## src/rtl/cp0_intr_ctrl.sv

```systemverilog
// CP0 interrupt controller: edge-latched IRQs, masking/priority, safe-slot take in ID,
// STATUS/CAUSE/EPC register file and ERET return sequencing.
module cp0_intr_ctrl #(
  parameter int unsigned NUM_IRQ    = 4,
  parameter logic [31:0] VEC_BASE   = 32'h0000_0100,
  parameter logic [31:0] VEC_STRIDE = 32'h0000_0010
) (
  input  logic               clk,
  input  logic               rst_n,
  input  logic [NUM_IRQ-1:0] irq,
  input  logic               id_valid,
  input  logic               id_stall,
  input  logic [31:0]        pc_id,
  input  logic               eret_id,
  input  logic               cp0_wen,
  input  logic [4:0]         cp0_addr,
  input  logic [31:0]        cp0_wdata,
  output logic [31:0]        cp0_rdata,
  output logic               jump_en,
  output logic [31:0]        jump_addr,
  output logic               flush_id,
  output logic [NUM_IRQ-1:0] int_ack,
  output logic               in_isr
);

  typedef enum logic [0:0] {StIdle, StArm} state_e;

  state_e             state_q, state_d;
  logic [NUM_IRQ-1:0] irq_q, ip_q, ip_d, im_q, im_d, pend_vec;
  logic               ie_q, ie_d, in_isr_q, in_isr_d;
  logic [31:0]        epc_q, epc_d, vec_addr;
  logic [4:0]         idx_q, idx_d;
  logic [2:0]         sel;
  logic               pend_ok, slot_ok, take, eret;

  assign pend_vec = ip_q & im_q;
  assign pend_ok  = ie_q & (|pend_vec);
  assign slot_ok  = id_valid & ~id_stall & ~eret_id;
  assign take     = (state_q == StArm) & pend_ok & slot_ok;
  assign eret     = eret_id & id_valid & ~id_stall;
  assign vec_addr = VEC_BASE + 32'(sel) * VEC_STRIDE;

  // Scan from the top so the lowest pending index wins.
  always_comb begin
    sel = '0;
    for (int i = int'(NUM_IRQ) - 1; i >= 0; i--) begin
      if (pend_vec[i]) sel = 3'(i);
    end
  end

  always_comb begin
    int_ack = '0;
    for (int i = 0; i < int'(NUM_IRQ); i++) begin
      int_ack[i] = take && (sel == 3'(i));
    end
  end

  assign jump_en   = take | eret;
  assign jump_addr = take ? vec_addr : (eret ? epc_q : 32'h0);
  assign flush_id  = take;
  assign in_isr    = in_isr_q;

  always_comb begin
    cp0_rdata = '0;
    case (cp0_addr)
      5'd12: begin
        cp0_rdata[8 +: NUM_IRQ] = im_q;
        cp0_rdata[0]            = ie_q;
      end
      5'd13: begin
        cp0_rdata[8 +: NUM_IRQ] = ip_q;
        cp0_rdata[6:2]          = idx_q;
      end
      5'd14:   cp0_rdata = epc_q;
      default: ;
    endcase
  end

  always_comb begin
    // A new edge sets IP even when the same source is being cleared by a take.
    ip_d     = (ip_q & ~int_ack) | (irq & ~irq_q);
    im_d     = im_q;
    ie_d     = ie_q;
    epc_d    = epc_q;
    idx_d    = idx_q;
    in_isr_d = in_isr_q;
    if (cp0_wen && cp0_addr == 5'd12) begin
      ie_d = cp0_wdata[0];
      im_d = cp0_wdata[8 +: NUM_IRQ];
    end
    if (cp0_wen && cp0_addr == 5'd14) epc_d = cp0_wdata;
    if (take) begin
      ie_d     = 1'b0;
      epc_d    = pc_id;
      idx_d    = 5'(sel);
      in_isr_d = 1'b1;
    end
    if (eret) begin
      ie_d     = 1'b1;
      in_isr_d = 1'b0;
    end
    state_d = state_q;
    case (state_q)
      StIdle:  if (pend_ok) state_d = StArm;
      StArm:   if (!pend_ok || take) state_d = StIdle;
      default: state_d = StIdle;
    endcase
  end

  always_ff @(posedge clk or negedge rst_n) begin
    if (!rst_n) begin
      state_q  <= StIdle;
      irq_q    <= '0;
      ip_q     <= '0;
      im_q     <= '0;
      ie_q     <= 1'b0;
      epc_q    <= '0;
      idx_q    <= '0;
      in_isr_q <= 1'b0;
    end else begin
      state_q  <= state_d;
      irq_q    <= irq;
      ip_q     <= ip_d;
      im_q     <= im_d;
      ie_q     <= ie_d;
      epc_q    <= epc_d;
      idx_q    <= idx_d;
      in_isr_q <= in_isr_d;
    end
  end

endmodule

```

## config.mk

```make
export PLATFORM = sky130hd
export DESIGN_NAME = cp0_intr_ctrl
export DESIGN_NICKNAME = d
export VERILOG_FILES = /design/src/rtl/cp0_intr_ctrl.sv
export SDC_FILE = /design/constraint.sdc
export NUM_CORES = 1
export LEC_CHECK = 0
export BUFFER_PORTS_ARGS = -buffer_cell sky130_fd_sc_hd__buf_2
export CAP_MARGIN = 20
export CORE_UTILIZATION = 45
export CTS_CLUSTER_DIAMETER = 80
export DETAILED_ROUTE_END_ITERATION = 10
export HOLD_SLACK_MARGIN = 0.08
export PLACE_DENSITY = 0.85
export SKIP_CTS_REPAIR_TIMING = 1
export SLEW_MARGIN = 10
export SYNTH_ARGS = -nofsm -noshare
export SYNTH_HDL_FRONTEND = slang
export SYNTH_SLANG_ARGS = --single-unit
```

## constraint.sdc

```tcl
create_clock -name clk -period 3.55 [get_ports clk]
set_clock_uncertainty 0.15 [all_clocks]
set_input_delay 0.355 -clock clk [delete_from_list [all_inputs] [get_ports clk]]
set_output_delay 0.355 -clock clk [all_outputs]
set_load 0.01 [all_outputs]
```

Yosys cells after proc, flatten, opt, wreduce, memory -nomap -nowiden
Index checks and enable logic that the tools add are counted.
- multipliers: 0
- div/mod/pow operators: 0
- order comparisons: 0
- eq/ne operators: 6
- multiplexer cells: 22
- $add $sub $neg: 1
- reduce and logical (&&, ||, !) cells: 13
- shifts and indexed selects: 0
- bitwise logic cells: 17
- operators with widths (cell ; count):
    2-to-1 mux 32 bit ; 4
    2-to-1 mux 20 bit ; 1
    == test 5 x 4 -> 1 bit, second input constant ; 3
    AND 4 bit ; 3
    case mux 4 bit (3 select lines) ; 1
    adder 9 x 7 -> 10 bit, first input constant ; 1
    case mux 5 bit (2 select lines) ; 1
    2-to-1 mux 1 bit ; 9
    inverter 4 bit ; 2
    AND 1 bit ; 7
    == test 3 x 2 -> 1 bit, second input constant ; 2
    logical AND 1 bit ; 6
    2-to-1 mux 2 bit ; 3
    OR 4 bit ; 1
    case mux 1 bit (2 select lines) ; 2
    nonzero test 2 bit ; 2
    OR reduction 4 bit ; 1
    == test 3 x 1 -> 1 bit, second input constant ; 1
    logical NOT 3 bit ; 1
    2-to-1 mux 3 bit ; 1
    inverter 1 bit ; 3
    nonzero test 3 bit ; 1
    logical NOT 1 bit ; 1
    logical OR 1 bit ; 1
    OR 1 bit ; 1
- memories: 0
- bits in read-only memories: 0
- word-level logic and storage cells: 67
- input bits: 79
- latch bits: 0
- bits in writable memories: 0
- output and inout bits: 71
- bits in registers: 50

Logic depth before layout (Yosys ltp)
Gate-level depths: netlist of the first run.
- word-level depth: 10
- mapped depth: 6
- gate-level depth less buffers: 4

Least setup slack after synthesis of the first run
Ideal clock, no wire load.
- path type: input port to output port
- start: input cp0_addr[4]
- end: output cp0_rdata[11]
- arrival time: 1.397 ns
- required time: 3.045 ns
- cell stages on the path: 5
- path buffers: 1
- setup slack: 1.648 ns
- cells stage by stage: nand3b_1 > nor3_1 > clkbuf_1 > a222oi_1 > inv_1
- word-level cells in the longest chain between the ends: 2
- elaborated cells between the ends (all ways): 4
- classes of those cells: 3 x eq/ne; 1 x mux
- RTL lines (item ; RTL line ; RTL):
    from (decl) ; 16 ; input logic [4:0] cp0_addr,
    == test 5 x 4 -> 1 bit ; 65 ; case (cp0_addr)
    case mux 4 bit (3 select lines) * ; 65 ;
    to (decl) ; 18 ; output logic [31:0] cp0_rdata,
Every way passes the cells marked *; elsewhere a longest branch is shown, timed or not.

Worst setup path in the final report of the first run
- start: register ip_q[2]
- end: output flush_id
- word-level cells in the longest chain between the ends: 5
- RTL lines (item ; RTL line ; RTL):
    from (decl) ; 29 ; logic [NUM_IRQ-1:0] irq_q, ip_q, ip_d, im_q, im_d, pend_vec;
    from (signal assigned) ; 123 ; ip_q <= ip_d;
    AND 4 bit ; 36 ; assign pend_vec = ip_q & im_q;
    OR reduction 4 bit ; 37 ; assign pend_ok = ie_q & (|pend_vec);
    AND 1 bit ; 37 ;
    AND 1 bit (2 in series) ; 39 ; assign take = (state_q == StArm) & pend_ok & slot_ok;
    to (decl) ; 21 ; output logic flush_id,
No other way between the ends.

==> results.sh, run 1 <==
export IMPL_outcome="complete, no violations"
export IMPL_endpoint_kind="output pin"
export IMPL_synthTopCellsByArea="dfrtp_1 (45%), and2_1 (12%), mux2i_1 (12%)"
export IMPL_p_total_mw=1.92
export IMPL_drtAntennaViolNets=0
export IMPL_nets=515
export IMPL_gp_congestion=0.955
export IMPL_cts_tree="built"
export IMPL_fin_crit_sh_pct=73.5
export IMPL_max_cap_violations=0
export IMPL_io_pins=150
export IMPL_crit_slowest_cell="buf_4"
export IMPL_path_buf_inv=3
export IMPL_drive_gt1_share_pct=39.1
export IMPL_cts_buffer_depth=2
export IMPL_cp_max_fo=45
export IMPL_coreArea_sq_um=5890
export IMPL_slew_headroom_pct=46.4
export IMPL_drtPass1Iterations=5
export IMPL_slew_violations=0
export IMPL_critical_path_class="register to output pin"
export IMPL_dieWidth_microns=80.0
export IMPL_rsz0062_at_grt="false"
export IMPL_tightest_slew_ns=0.803
export IMPL_post_route_min_period_ns=2.61
export IMPL_setup_viol=0
export IMPL_grt_pass1_vias=2346
export IMPL_insertion_delay_ns=0.30
export IMPL_grt_max_degree=50
export IMPL_syn_inst=288
export IMPL_yosysTopAreaCell="dfrtp_1"
export IMPL_worstPathCellList="a22o_1, o211ai_4, buf_4, inv_1, buf_2"
export IMPL_num_antenna_cells=0
export IMPL_ys_async_sr_fraction_pct=100
export IMPL_hold_viol=0
export IMPL_drc_errors=0
export IMPL_io_buffers=149
export IMPL_netlist_area_leader_share_pct=44.8
export IMPL_cts_max_level=2
export IMPL_syn_to_final_growth_pct=35.1
export IMPL_vias_per_cell=5.14
export IMPL_grtUsageTotal_pct=21.7
export IMPL_clk_pin_slew_ns=0.09
export IMPL_arrival_ns=2.11
export IMPL_vdd_drop_max_v=0.000337
export IMPL_synth_nets=367
export IMPL_seq_area_frac_synth_pct=44.8
export IMPL_synth_area_sq_um=2740
export IMPL_numCtsBuffers=5
export IMPL_required_ns=3.04
export IMPL_p_leak_nw=2.23
export IMPL_avgSynthCellArea_sq_um=9.51
export IMPL_min_path_type="input port to register"
export IMPL_synth_common_cells="and2_1 (54), dfrtp_1 (49), nor2_1 (35)"
export IMPL_finalSetupTns_ns=0
export IMPL_power_density_nw_per_um2=520
export IMPL_grt_pass1_wl_microns=10800
export IMPL_num_vias=2632
export IMPL_overflow=0
export IMPL_start_util_pct=46.5
export IMPL_totalWireLength_microns=7010
export IMPL_synth_edf_count=0
export IMPL_first_iter_violations=176
export IMPL_cts_root_buf="clkbuf_8"
export IMPL_synth_cell_types=30
export IMPL_antenna_found_initial=0
export IMPL_wl_per_cell_microns=13.7
export IMPL_dieArea_sq_um=6400
export IMPL_start_kind="register"
export IMPL_clock_sinks=49
export IMPL_ys_warn_count=0
export IMPL_crit_family="buffers and inverters"
export IMPL_num_rows=28
export IMPL_ys_ff_latch=49
export IMPL_die_y_microns=80.0
export IMPL_dp_hpwl_microns=5000
export IMPL_slowest_delay_ns=0.44
export IMPL_max_freq_mhz=383
export IMPL_yosysMostFrequentCell="and2_1"
export IMPL_ys_flop_type="dfrtp_1"
==> routing by layer <==
metal / track usage [%] / routed length (microns) / vias up / part of all wire [%]
met4: 6.96 / 119 / 0 / 1.7
met5: 0 / 0 / - / 0
met1: 26.1 / 2890 / 1216 / 41
li1: - / - / 1271 / -
met2: 38.7 / 3490 / 131 / 50
met3: 4.00 / 515 / 14 / 7.3
==> final timing paths <==
check | slack (ns) | start | cells past startpoint | to
max in group asynchronous | 2.30 | rst_n | 3 | epc_q[21]
min in group asynchronous | 0.42 | rst_n | 2 | ip_q[1]
min | 0.15 | pc_id[31] | 3 | epc_q[31]
max | 0.94 | ip_q[2] | 5 | flush_id
min reg2reg | 0.29 | irq_q[2] | 1 | ip_q[2]
max reg2reg | 1.46 | ip_q[2] | 5 | in_isr
==> where the power goes <==
group | internal [mW] | total [mW] | switching (mW) | leakage, nW
clock | 0.280 | 0.458 | 0.179 | 0.0681
combinational | 0.269 | 0.515 | 0.246 | 1.61
sequential | 0.782 | 0.947 | 0.165 | 0.560
==> placed cells by master (no fill, tap or decap), drive strengths merged <==
cell / count
nor2: 35
o22ai: 1
and4bb: 1
and2: 54
o211ai: 1
or4: 2
mux2: 4
clkinv: 1
nand2: 15
a32o: 1
a21oi: 33
mux2i: 33
inv: 13
nor3b: 2
a22o: 7
dlygate4sd3: 5
nor3: 2
nand3: 1
clkbuf: 5
bufinv: 2
nand3b: 3
nand4: 1
a21boi: 1
and3b: 1
buf: 154
a222oi: 4
o21ai: 5
o21a: 1
dfrtp: 49
==> registers in the layout (all words and copies together), names as in the netlist <==
signal,cells
epc_q,32
idx_q,2
ie_q,1
im_q,4
in_isr,1
ip_q,4
irq_q,4
state_q,1
==> cell families (layout without fill, tap and decap cells) <==
| logic type | after synthesis | in the layout | synth area share [%] |
|---|---|---|---|
| simple gates | 117 | 117 | 22.8 |
| compound gates | 54 | 54 | 12.2 |
| flops | 49 | 49 | 44.8 |
| mux | 37 | 37 | 13.7 |
| buf+inv | 31 | 180 | 6.44 |
==> area by class of cell <==
cell class | count | area [sq um]
Clock buffer | 5 | 68.8
Clock inverter | 3 | 65.1
Fill cell | 502 | 2190
Inverter | 13 | 48.8
Multi-Input combinational cell | 208 | 1350
Sequential cell | 49 | 1230
Tap cell | 75 | 93.8
Timing Repair Buffer | 159 | 846
==> through the flow <==
stage                     std cells  hold WS (ns)  area, sq um  worst slack, ns  utilization, %
after floorplan                 288       -0.0906         2740             1.65               -
after global placement          498         0.255         3490             1.20            59.4
after detailed placement        498         0.279         3490             1.11            59.4
after CTS                       506        0.0101         3630            0.934            61.6
after global routing            512         0.147         3700            0.777            62.8
final                           512         0.152         3700            0.939            62.8
==> worst min-delay path, cell delays in order <==
cell     delay [ns]
buf_2          0.07
nor2_1         0.03
a21oi_1        0.10
(Power assumes the default switching activity.)
==> run 2, diff against run 1 <==
==> constraint.sdc (replaced) <==
create_clock -name clk -period 2.52 [get_ports clk]
set_clock_uncertainty 0.15 [all_clocks]
set_input_delay 0.252 -clock clk [delete_from_list [all_inputs] [get_ports clk]]
set_output_delay 0.252 -clock clk [all_outputs]
set_load 0.01 [all_outputs]
==> results.sh, run 2 (synthesis results as in run 1) <==
export IMPL_multi_input_area_sq_um=1350
export IMPL_start_util_pct=46.5
export IMPL_drive_gt1_share_pct=38.0
export IMPL_dp_worst_setup_slack_ns=0.519
export IMPL_insertion_delay_ns=0.29
export IMPL_dieArea_sq_um=6400
export IMPL_intPower_mw=1.71
export IMPL_tightest_slew_ns=0.724
export IMPL_dp_hpwl_microns=5260
export IMPL_drc_errors=0
export IMPL_p_clk_share_pct=17.9
export IMPL_finalSetupTns_ns=0
export IMPL_dieWidth_microns=80.0
export IMPL_place_inst=502
export IMPL_gp_congestion=0.948
export IMPL_fin_crit_sh_pct=89.1
export IMPL_max_freq_mhz=445
export IMPL_cts_root_buf="clkbuf_8"
export IMPL_vias_per_cell=5.07
export IMPL_drtPass1Iterations=6
export IMPL_final_cells=528
export IMPL_mostFrequentLayoutCell="buf_2"
export IMPL_syn_to_final_growth_pct=38.8
export IMPL_critical_path_class="register to output pin"
export IMPL_regArea_sq_um=1230
export IMPL_first_iter_violations=117
export IMPL_io_buffers=149
export IMPL_die_y_microns=80.0
export IMPL_max_cap_violations=0
export IMPL_place_area_sq_um=3520
export IMPL_cts_tree="built"
export IMPL_endpoint_kind="output pin"
export IMPL_hold_ws_ns=0.0589
export IMPL_worst_slack_ns=0.274
export IMPL_num_rows=28
export IMPL_slew_violations=0
export IMPL_netSwitchingFraction_pct=32.4
export IMPL_totalWireLength_microns=7320
export IMPL_num_antenna_cells=0
export IMPL_grt_pass1_wl_microns=10700
export IMPL_start_kind="register"
export IMPL_clock_sinks=49
export IMPL_clk_pin_slew_ns=0.08
export IMPL_nets=532
export IMPL_antenna_found_initial=0
export IMPL_design_area_sq_um=3800
export IMPL_seqPwrFrac_pct=52.8
export IMPL_slew_headroom_pct=51.3
export IMPL_grt_max_degree=33
export IMPL_overflow=0
export IMPL_wl_per_cell_microns=13.9
export IMPL_power_frac_comb_pct=29.3
export IMPL_arrival_ns=1.84
export IMPL_num_vias=2679
export IMPL_top_register="epc_q"
export IMPL_grt_pass1_vias=2345
export IMPL_post_route_min_period_ns=2.25
export IMPL_required_ns=2.12
export IMPL_rsz0062_at_grt="false"
export IMPL_postLayoutCoreUtil_pct=64.6
export IMPL_vdd_drop_max_v=0.000389
export IMPL_largest_reg_flops=32
export IMPL_cts_max_level=2
export IMPL_net_switching_power_mw=0.822
export IMPL_io_pins=150
export IMPL_p_leak_nw=2.28
export IMPL_hold_viol=0
export IMPL_final_cell_mix="buf_2 (149), and2_1 (54), dfrtp_1 (49)"
export IMPL_drtAntennaViolNets=0
export IMPL_grtUsageTotal_pct=21.8
export IMPL_setup_viol=0
export IMPL_cp_max_fo=6
export IMPL_outcome="complete, no violations"
export IMPL_fillCellCount=524
export IMPL_numCtsBuffers=5
export IMPL_power_density_nw_per_um2=667
export IMPL_min_path_type="input port to register"
export IMPL_coreArea_sq_um=5890
export IMPL_p_total_mw=2.54
export IMPL_cts_buffer_depth=2
==> run 2: path summary, 6_finish.rpt <==
path	startpoint	endpoint	slack, ns	cells past startpoint
setup / recovery	ie_q	int_ack[3]	0.27	5
hold / removal	pc_id[27]	epc_q[27]	0.06	3
setup reg to reg	ip_q[2]	epc_q[14]	0.73	5
hold reg to reg	irq_q[2]	ip_q[2]	0.30	1
max in group asynchronous	rst_n	epc_q[1]	1.16	3
min in group asynchronous	rst_n	state_q	0.32	2
==> run 2: critical path, cell delays in order (launching register included) <==
cell and delay (ns):
dfrtp_1 0.47, a21boi_0 0.34, nand4_1 0.26, nand3b_1 0.26, inv_1 0.09, buf_2 0.13
==> run 2: power by group through the flow <==
stage	registers (mW)	logic, mW	clock network, mW
after global placement	1.33	0.684	0
final	1.34	0.742	0.453
after CTS	1.34	0.724	0.472
after global routing	1.39	0.844	0.498
after detailed placement	1.35	0.725	0
after floorplan	1.27	0.499	0
==> run 2: cell type report <==
cell class	count	area share (%)
flip-flops and latches	49	32.3
clock buffers	7	2.27
repair buffers	176	26.2
well taps	75	2.47
multi-input cells	208	35.5
inverters	13	1.28
==> run 2: layer usage <==
layer	track usage, %	share of wire (%)	vias up
li1	-	-	1307
met1	25.6	41	1241
met2	40.2	51	123
met3	3.77	7.0	8
met4	6.61	1.1	0
met5	0	0	-
